## config.mk

```make
export PLATFORM = sky130hd
export DESIGN_NAME = serial_subtractor_flat
export DESIGN_NICKNAME = d
export VERILOG_FILES = /design/src/rtl/serial_subtractor_if.sv /design/src/rtl/serial_subtractor.sv /design/src/flat_wrapper.sv
export SDC_FILE = /design/constraint.sdc
export NUM_CORES = 1
export LEC_CHECK = 0
export ABC_AREA = 1
export CAP_MARGIN = 20
export CORE_ASPECT_RATIO = 0.6
export CORE_UTILIZATION = 23
export DETAILED_ROUTE_END_ITERATION = 7
export PLACE_DENSITY = 0.43
export SYNTH_ARGS = -nofsm -noshare
export SYNTH_HDL_FRONTEND = slang
export SYNTH_SLANG_ARGS = --single-unit
export TNS_END_PERCENT = 100
```

## constraint.sdc

```tcl
create_clock -name clk -period 1.02 [get_ports clk]
set_input_delay 0.102 -clock clk [delete_from_list [all_inputs] [get_ports clk]]
set_output_delay 0.102 -clock clk [all_outputs]
set_load 0.02 [all_outputs]
```

## src/rtl/serial_subtractor_if.sv

```systemverilog
// Bundle of launch/result signals between a controlling FSM and serial_subtractor.
// Latency: none, wires only.
// Backpressure: none; start is simply ignored by the subtractor while it is busy.
interface serial_subtractor_if #(
    parameter int WIDTH = 8
);
    logic             start;
    logic [WIDTH-1:0] a;
    logic [WIDTH-1:0] b;
    logic             busy;
    logic             done;
    logic [WIDTH-1:0] diff;
    logic             borrow_out;
    logic             overflow;

    // Controller side: launches operations, observes status and result.
    modport master (
        output start, a, b,
        input  busy, done, diff, borrow_out, overflow
    );

    // Subtractor side.
    modport slave (
        input  start, a, b,
        output busy, done, diff, borrow_out, overflow
    );
endinterface

```

## src/rtl/serial_subtractor.sv

```systemverilog
// Bit-serial a - b, LSB first, one full-subtractor cell and a registered borrow.
// Latency: WIDTH+1 edges from accept to done; issue interval WIDTH+2 cycles.
// Backpressure: start accepted only in IDLE, dropped (not queued) while busy/done.
// Optional signed overflow flag built when SERIAL_SUB_OVF_EN is defined.
module serial_subtractor #(
    parameter int WIDTH = 8
) (
    input  logic                clk,
    input  logic                rst_n,
    serial_subtractor_if.slave  bus
);
    localparam int CW = (WIDTH > 2) ? $clog2(WIDTH) : 1;
    localparam logic [CW-1:0] LAST = CW'(WIDTH - 1);

    typedef enum logic [1:0] {
        IDLE  = 2'd0,
        SHIFT = 2'd1,
        DONE  = 2'd2
    } state_t;

    state_t           state_q, state_d;
    logic [WIDTH-1:0] sa_q, sa_d;
    logic [WIDTH-1:0] sb_q, sb_d;
    logic [WIDTH-1:0] sd_q, sd_d;
    logic             br_q, br_d;
    logic [CW-1:0]    cnt_q, cnt_d;
    logic             cell_diff;
    logic             cell_borrow;

    // Full-subtractor on the current operand LSBs and the carried-in borrow.
    always_comb begin
        cell_diff   = sa_q[0] ^ sb_q[0] ^ br_q;
        cell_borrow = (~sa_q[0] & sb_q[0]) | (~(sa_q[0] ^ sb_q[0]) & br_q);
    end

    // Next-state and datapath: load on accept, shift one bit per SHIFT edge.
    always_comb begin
        state_d = state_q;
        sa_d    = sa_q;
        sb_d    = sb_q;
        sd_d    = sd_q;
        br_d    = br_q;
        cnt_d   = cnt_q;
        case (state_q)
            IDLE: begin
                if (bus.start) begin
                    sa_d    = bus.a;
                    sb_d    = bus.b;
                    br_d    = 1'b0;
                    cnt_d   = '0;
                    state_d = SHIFT;
                end
            end
            SHIFT: begin
                sd_d  = {cell_diff, sd_q[WIDTH-1:1]};
                sa_d  = {1'b0, sa_q[WIDTH-1:1]};
                sb_d  = {1'b0, sb_q[WIDTH-1:1]};
                br_d  = cell_borrow;
                cnt_d = cnt_q + CW'(1);
                if (cnt_q == LAST) begin
                    cnt_d   = '0;
                    state_d = DONE;
                end
            end
            DONE: begin
                state_d = IDLE;
            end
            default: begin
                state_d = IDLE;
            end
        endcase
    end

    // State and datapath registers with synchronous active-low reset.
    always_ff @(posedge clk) begin
        if (!rst_n) begin
            state_q <= IDLE;
            sa_q    <= '0;
            sb_q    <= '0;
            sd_q    <= '0;
            br_q    <= 1'b0;
            cnt_q   <= '0;
        end else begin
            state_q <= state_d;
            sa_q    <= sa_d;
            sb_q    <= sb_d;
            sd_q    <= sd_d;
            br_q    <= br_d;
            cnt_q   <= cnt_d;
        end
    end

    assign bus.busy       = (state_q == SHIFT);
    assign bus.done       = (state_q == DONE);
    assign bus.diff       = sd_q;
    assign bus.borrow_out = br_q;

`ifdef SERIAL_SUB_OVF_EN
    logic a_msb_q, a_msb_d;
    logic b_msb_q, b_msb_d;

    // Operand MSBs sit in the LSB slots on the last SHIFT edge; clear on accept
    // so the flag reads 0 until a fresh result is complete.
    always_comb begin
        a_msb_d = a_msb_q;
        b_msb_d = b_msb_q;
        if (state_q == IDLE && bus.start) begin
            a_msb_d = 1'b0;
            b_msb_d = 1'b0;
        end else if (state_q == SHIFT && cnt_q == LAST) begin
            a_msb_d = sa_q[0];
            b_msb_d = sb_q[0];
        end
    end

    // Captured operand sign bits.
    always_ff @(posedge clk) begin
        if (!rst_n) begin
            a_msb_q <= 1'b0;
            b_msb_q <= 1'b0;
        end else begin
            a_msb_q <= a_msb_d;
            b_msb_q <= b_msb_d;
        end
    end

    // Signed overflow: operand signs differ and the result sign differs from a.
    assign bus.overflow = (a_msb_q ^ b_msb_q) & (sd_q[WIDTH-1] ^ a_msb_q);
`else
    assign bus.overflow = 1'b0;
`endif

endmodule

```

## src/flat_wrapper.sv

```systemverilog
// flat-port wrapper written by rule: the top's interface ports become plain ports
module serial_subtractor_flat 
#(
    parameter int WIDTH = 8
)
  (clk, rst_n, bus_start, bus_a, bus_b, bus_busy, bus_done, bus_diff, bus_borrow_out, bus_overflow);
  serial_subtractor_if #(.WIDTH(WIDTH)) bus_i ();
  input  logic clk;
  input  logic rst_n;
  input wire logic [$bits(bus_i.start)-1:0] bus_start;
  input wire logic [$bits(bus_i.a)-1:0] bus_a;
  input wire logic [$bits(bus_i.b)-1:0] bus_b;
  output wire logic [$bits(bus_i.busy)-1:0] bus_busy;
  output wire logic [$bits(bus_i.done)-1:0] bus_done;
  output wire logic [$bits(bus_i.diff)-1:0] bus_diff;
  output wire logic [$bits(bus_i.borrow_out)-1:0] bus_borrow_out;
  output wire logic [$bits(bus_i.overflow)-1:0] bus_overflow;
  assign bus_i.start = bus_start;
  assign bus_i.a = bus_a;
  assign bus_i.b = bus_b;
  assign bus_busy = bus_i.busy;
  assign bus_done = bus_i.done;
  assign bus_diff = bus_i.diff;
  assign bus_borrow_out = bus_i.borrow_out;
  assign bus_overflow = bus_i.overflow;
  serial_subtractor #(.WIDTH(WIDTH)) u_core (.clk(clk), .rst_n(rst_n), .bus(bus_i));
endmodule
```

==> flow_metrics.env, run 1 <==
export IMPL_vias=1319
export IMPL_ys_seq_elements=30
export IMPL_wl_per_cell_um=10.3
export IMPL_ys_types=19
export IMPL_worstReg2RegEnd="u_core.sa_q[2]$_SDFFE_PN0P_"
export IMPL_setup_viol=28
export IMPL_hp_start="bus_b[7]"
export IMPL_yosys_most_used_dff="dfxtp_1"
export IMPL_synth_area_um2=1420
export IMPL_fin_cells=342
export IMPL_remaining_drc_errors=0
export IMPL_antenna_cells=0
export IMPL_grt_use_total_pct=11.8
export IMPL_io_pin_count=31
export IMPL_leakage_nw=0.969
export IMPL_hold_path_class="in2reg"
export IMPL_synth_warnings=0
export IMPL_routed_via_density=3.86
export IMPL_place_gp_congestion=0.691
export IMPL_final_layout_size_suffix_gt1_share_pct=26.7
export IMPL_synth_nets=239
export IMPL_die_width_um=103
export IMPL_worstPathArrival_ns=1.02
export IMPL_avgSynthCellArea_um2=6.54
export IMPL_slew_viol_final=0
export IMPL_postLayoutSetupSlackWorst_ns=-0.103
export IMPL_antenna_left=0
export IMPL_grt_ovfl_total=0
export IMPL_crit_path_max_fanout=3
export IMPL_start_kind="register"
export IMPL_crit_type="reg2out"
export IMPL_reg2reg_depth=8
export IMPL_finalInstanceArea_um2=2120
export IMPL_core_um2=5750
export IMPL_grt_first_pass_wirelength_mm=5.78
export IMPL_ctsHoldBuffers=0
export IMPL_rsz0062_at_grt="yes"
export IMPL_setup_worst_path_end_class="output pin"
export IMPL_synth_enable_flop_cells=0
export IMPL_met3_usage_pct=4.14
export IMPL_layout_common_cells="61 x nand2_1, 57 x nor2_1, 23 x dfxtp_1"
export IMPL_grt_pass1_vias=1209
export IMPL_synthCells=217
export IMPL_row_count=21
export IMPL_clkSinkCount=30
export IMPL_whs_ns=0.425
export IMPL_period_minus_slack_ns=1.12
export IMPL_initial_utilization_pct=24.7
export IMPL_cap_viol_max_count=0
export IMPL_r2r_setup_slack_ns=-0.09
export IMPL_h_tree_depth=2
export IMPL_place_area_um2=1890
export IMPL_hpwlAfterDp_mm=2.24
export IMPL_worstHoldEndpoint="u_core.sb_q[7]$_SDFFE_PN0P_"
export IMPL_grtUsageMet1_pct=17.0
export IMPL_async_reset_ff_share_pct=0
export IMPL_holdPathStages=3
export IMPL_ir_drop_v=0.000616
export IMPL_wl_mm=3.51
export IMPL_dp_cells=332
export IMPL_layout_commonest_cell="nand2_1"
export IMPL_ys_seq_area_share_pct=42.3
export IMPL_cts_tree="built"
export IMPL_die_area_um2=6500
export IMPL_grt_use_met2_pct=16.1
export IMPL_grt_max_degree=21
export IMPL_drtIter0Drc=39
export IMPL_worstSkewPairLatency_ns=0.28
export IMPL_layout_nets=285
export IMPL_cp_required_ns=0.92
export IMPL_r2r_start="u_core.state_q[1]$_SDFFE_PN0P_"
export IMPL_status="finished, violations left"
export IMPL_antenna_found_initial=0
export IMPL_dieHeight_um=62.9
export IMPL_p_per_area_nw_per_um2=1410
export IMPL_clk_pin_slew_ns=0.06
export IMPL_numCtsBuffers=5
export IMPL_clock_path_buffers=2
export IMPL_violations="negative setup slack"
export IMPL_fin_util_pct=36.8
export IMPL_hold_viol=0
export IMPL_syn_to_final_growth_pct=49.1
export IMPL_root_buffer="clkbuf_8"
export IMPL_period_share_pct=110
export IMPL_io_buffer_count=29
export IMPL_drt_pass1_iter_count=4
export IMPL_busiest_layer="met1"
export IMPL_setup_tns_final_ns=-1.54
export IMPL_skew_ns=0.00211
export IMPL_max_freq_ghz=0.890
-- how the worst max path moves through the flow --
stage / startpoint / endpoint / depth (start not counted)
detailed placement: u_core.state_q[1]$_SDFFE_PN0P_ / bus_done / 3
global route: u_core.state_q[1]$_SDFFE_PN0P_ / u_core.sb_q[1]$_SDFFE_PN0P_ / 7
global placement: u_core.state_q[1]$_SDFFE_PN0P_ / bus_done / 3
finish: u_core.state_q[1]$_SDFFE_PN0P_ / bus_busy / 3
CTS: u_core.state_q[1]$_SDFFE_PN0P_ / u_core.sa_q[2]$_SDFFE_PN0P_ / 8
floorplan: u_core.sb_q[0]$_SDFFE_PN0P_ / u_core.bus.diff[7]$_SDFFE_PN0P_ / 4
-- synthesized netlist by cell type (2+ instances only) --
cell type   n  area share (%)
a21oi_1     7             2.5
buf_4       4             2.1
buf_6       3             2.4
clkbuf_1    2            0.53
dfxtp_1    30              42
ha_1        2             1.8
inv_1      18             4.8
inv_2       2            0.53
nand2_1    71              19
nand2_4     2             1.6
nand3_1     2            0.70
nor2_1     61              16
o21ai_0     7             2.5
-- area by class of cell --
class,instances,area [um^2]
Fill cell,637,3640
Multi-Input combinational cell,157,728
Sequential cell,30,612
Timing Repair Buffer,49,519
Tap cell,80,100
Clock buffer,6,82.6
Inverter,20,75.1
-- registers in the layout, summed over array words and instances, names as in the netlist --
| name | cells |
|---|---|
| u_core.state_q | 2 |
| u_core.bus.borrow_out | 1 |
| u_core.sb_q | 8 |
| u_core.bus.diff | 8 |
| u_core.sa_q | 8 |
| u_core.cnt_q | 3 |
-- what timing repair did --
item / in CTS / in global routing
buffers inserted: 1 / 1
resized for setup: 53 / 28
setup endpoints to repair: 41 / 36
cloned: 1 / 1
pin swaps: 1 / 1
-- report_power, final --
| group | switching, mW | internal [mW] |
|---|---|---|
| sequential | 0.0379 | 1.27 |
| clock | 0.445 | 0.520 |
| combinational | 0.375 | 0.352 |
-- layer usage --
| metal | up-vias | routed length [um] |
|---|---|---|
| met2 | 24 | 1340 |
| met5 | - | 0 |
| met4 | 0 | 43 |
| met3 | 5 | 176 |
| li1 | 733 | - |
| met1 | 557 | 1950 |
-- cell families (layout without fill, tap and decap cells) --
logic type                 count (synthesis)  after routing  share of synthesized area (%)
other                                      1              1                          0.264
and+or+nand+nor                          138            138                           38.3
AOI/OAI and AO/OA                         15             15                           5.29
buffers and inverters                     30             75                           10.7
DFF                                       30             30                           42.3
adders and majority gates                  3              3                           3.17
-- worst max-delay path: stages (launching register included) --
cell     delay, ns
dfxtp_4       0.34
buf_4         0.14
nor2_4        0.13
buf_6         0.14
-- through the flow --
step / worst slack, ns / power (mW)
finish: -0.103 / 3.00
global route: -0.184 / 3.18
CTS: -0.101 / 2.97
detailed placement: -0.246 / 1.97
global placement: -0.247 / 1.98
floorplan: -0.0490 / 1.71
Power figures use the tool's default switching activity.
==> run 2: changes to the inputs <==
- CORE_ASPECT_RATIO: 0.6 -> 0.7
- CORE_MARGIN: not set -> 8
==> run 2 against run 1 <==
Compared with the run above:
- the run still ends with negative setup slack left
- clock skew up 0.0011 ns
- die area grew 38%
- wire length up 12%
- clock power grew 5%
- sequential power about the same
- total power grew 4.4%
- largest cell class unchanged
- largest power group unchanged
==> flow_metrics.env, run 2 (synthesized netlist as in run 1, its figures left out) <==
export IMPL_syn_to_final_growth_pct=62.0
export IMPL_vias=1380
export IMPL_worstPathCellList="inv_2, buf_6, nand2_8, clkbuf_16, nand2_4, nand2_1, nor2_1, nor2_1"
export IMPL_layout_commonest_cell="nor2_1"
export IMPL_io_buffer_count=29
export IMPL_grt_ovfl_total=0
export IMPL_dieHeight_um=81.7
export IMPL_setup_worst_path_end_class="register"
export IMPL_power_mw=3.13
export IMPL_violations="negative setup slack"
export IMPL_reg2reg_depth=8
export IMPL_worstSkewPairLatency_ns=0.28
export IMPL_start_kind="register"
export IMPL_period_minus_slack_ns=1.16
export IMPL_h_tree_depth=2
export IMPL_final_seq_area_um2=612
export IMPL_drtIter0Drc=75
export IMPL_crit_path_max_incr_delay_ns=0.35
export IMPL_clkSinkCount=30
export IMPL_grt_pass1_vias=1379
export IMPL_dp_cells=331
export IMPL_cp_common_cell="nor2_1"
export IMPL_worstPathArrival_ns=1.34
export IMPL_antenna_cells=0
export IMPL_worstReg2RegEnd="u_core.sb_q[0]$_SDFFE_PN0P_"
export IMPL_leakage_nw=1.04
export IMPL_slew_viol_final=0
export IMPL_hpwlAfterDp_mm=2.46
export IMPL_layout_common_cells="55 x nor2_1, 51 x nand2_1, 23 x dfxtp_1"
export IMPL_finalInstanceArea_um2=2300
export IMPL_io_pin_count=31
export IMPL_clk_pin_slew_ns=0.07
export IMPL_multi_input_area_um2=858
export IMPL_layout_nets=290
export IMPL_crit_type="reg2reg"
export IMPL_critPathSlowestCell="dfxtp_4"
export IMPL_grt_use_total_pct=9.18
export IMPL_drt_pass1_iter_count=4
export IMPL_grt_use_met2_pct=13.6
export IMPL_fillers=642
export IMPL_busiest_layer="met2"
export IMPL_crit_path_max_fanout=8
export IMPL_routed_via_density=3.98
export IMPL_initial_utilization_pct=23.3
export IMPL_period_share_pct=114
export IMPL_core_um2=6100
export IMPL_fin_cells=347
export IMPL_clock_path_buffers=2
export IMPL_cp_required_ns=1.20
export IMPL_status="finished, violations left"
export IMPL_ctsHoldBuffers=0
export IMPL_die_area_um2=8980
export IMPL_numCtsBuffers=5
export IMPL_remaining_drc_errors=0
export IMPL_r2r_setup_slack_ns=-0.14
export IMPL_place_area_um2=1890
export IMPL_skew_ns=0.00317
export IMPL_grt_max_degree=16
export IMPL_cap_viol_max_count=0
export IMPL_final_layout_size_suffix_gt1_share_pct=37.2
export IMPL_hold_viol=0
export IMPL_row_count=24
export IMPL_met3_usage_pct=3.61
export IMPL_setup_viol=30
export IMPL_die_width_um=110
export IMPL_wl_per_cell_um=11.4
export IMPL_antenna_left=0
export IMPL_worstHoldEndpoint="u_core.sa_q[7]$_SDFFE_PN0P_"
export IMPL_r2r_start="u_core.state_q[1]$_SDFFE_PN0P_"
export IMPL_setup_tns_final_ns=-2.30
export IMPL_antenna_found_initial=0
export IMPL_ir_drop_v=0.000591
export IMPL_grtUsageMet1_pct=11.5
export IMPL_postLayoutSetupSlackWorst_ns=-0.141
export IMPL_whs_ns=0.414
export IMPL_wl_mm=3.95
export IMPL_holdPathStages=3
export IMPL_p_per_area_nw_per_um2=1360
export IMPL_hp_start="bus_a[7]"
export IMPL_max_freq_ghz=0.861
export IMPL_cts_tree="built"
export IMPL_grt_first_pass_wirelength_mm=6.39
export IMPL_hold_path_class="in2reg"
export IMPL_rsz0062_at_grt="yes"
export IMPL_root_buffer="clkbuf_8"
export IMPL_place_gp_congestion=0.758
==> run 2: cell types whose count changed in the layout (fill, tap and decap cells not counted), moves of 4 or more <==
cell     change
nand2_1     -10
a21oi_2      +6
o21ai_2      +4
a21oi_1      -6
o21ai_1      -5
nand2_2      +5
nand2_4      +6
buf_6        +4
==> run 2: where the power goes <==
part	leakage, nW	switching [mW]	internal, mW
Sequential	0.251	0.0427	1.27
Clock	0.0482	0.464	0.544
Combinational	0.741	0.419	0.393
==> run 2: layout make-up <==
type                    instances  area share [%]
clock buffers                   7            3.75
clock inverters                 1           0.218
inverters                      20            3.26
multi-input cells             158            37.3
flip-flops and latches         30            26.6
well taps                      78            4.24
repair buffers                 53            24.6
==> run 2: worst max-delay path by stage <==
stage                                         from                              end  slack [ns]
detailed placement                       bus_start      u_core.sb_q[0]$_SDFFE_PN0P_       -0.25
global route        u_core.state_q[1]$_SDFFE_PN0P_      u_core.sa_q[6]$_SDFFE_PN0P_       -0.20
finish              u_core.state_q[1]$_SDFFE_PN0P_      u_core.sb_q[0]$_SDFFE_PN0P_       -0.14
floorplan              u_core.sb_q[0]$_SDFFE_PN0P_  u_core.bus.diff[7]$_SDFFE_PN0P_       -0.05
CTS                    u_core.sa_q[0]$_SDFFE_PN0P_  u_core.bus.diff[7]$_SDFFE_PN0P_       -0.12
global placement                         bus_start      u_core.sa_q[5]$_SDFFE_PN0P_       -0.23
==> run 2: per-stage QoR <==
stage	setup slack [ns]	util, %
floorplan	-0.0490	-
detailed placement	-0.255	31.0
global route	-0.202	37.7
CTS	-0.117	33.9
global placement	-0.228	31.0
finish	-0.141	37.7
==> run 2: per-layer routing <==
metal	up-vias	part of all wire, %
li1	746	-
met1	597	50
met2	31	42
met3	6	6.2
met4	0	1.3
met5	-	0
==> run 2: timing repair <==
action / in CTS / in global routing
pin swaps: 3 / 13
cloned: 2 / 3
endpoints found under the setup margin: 41 / 34
setup buffers: 0 / 3
gates resized for setup: 67 / 53
==> run 2: critical path: cells and delay by family (launching register included) <==
kind          cells  cell delay (ns)
flops             1             0.35
buf+inv           3             0.37
simple gates      5             0.35
==> run 3: changes to the inputs <==
- CAP_MARGIN: 20 -> not set
==> results of run 3 <==
Same layout as run 2: the final DEF is identical, and so are final timing and power.
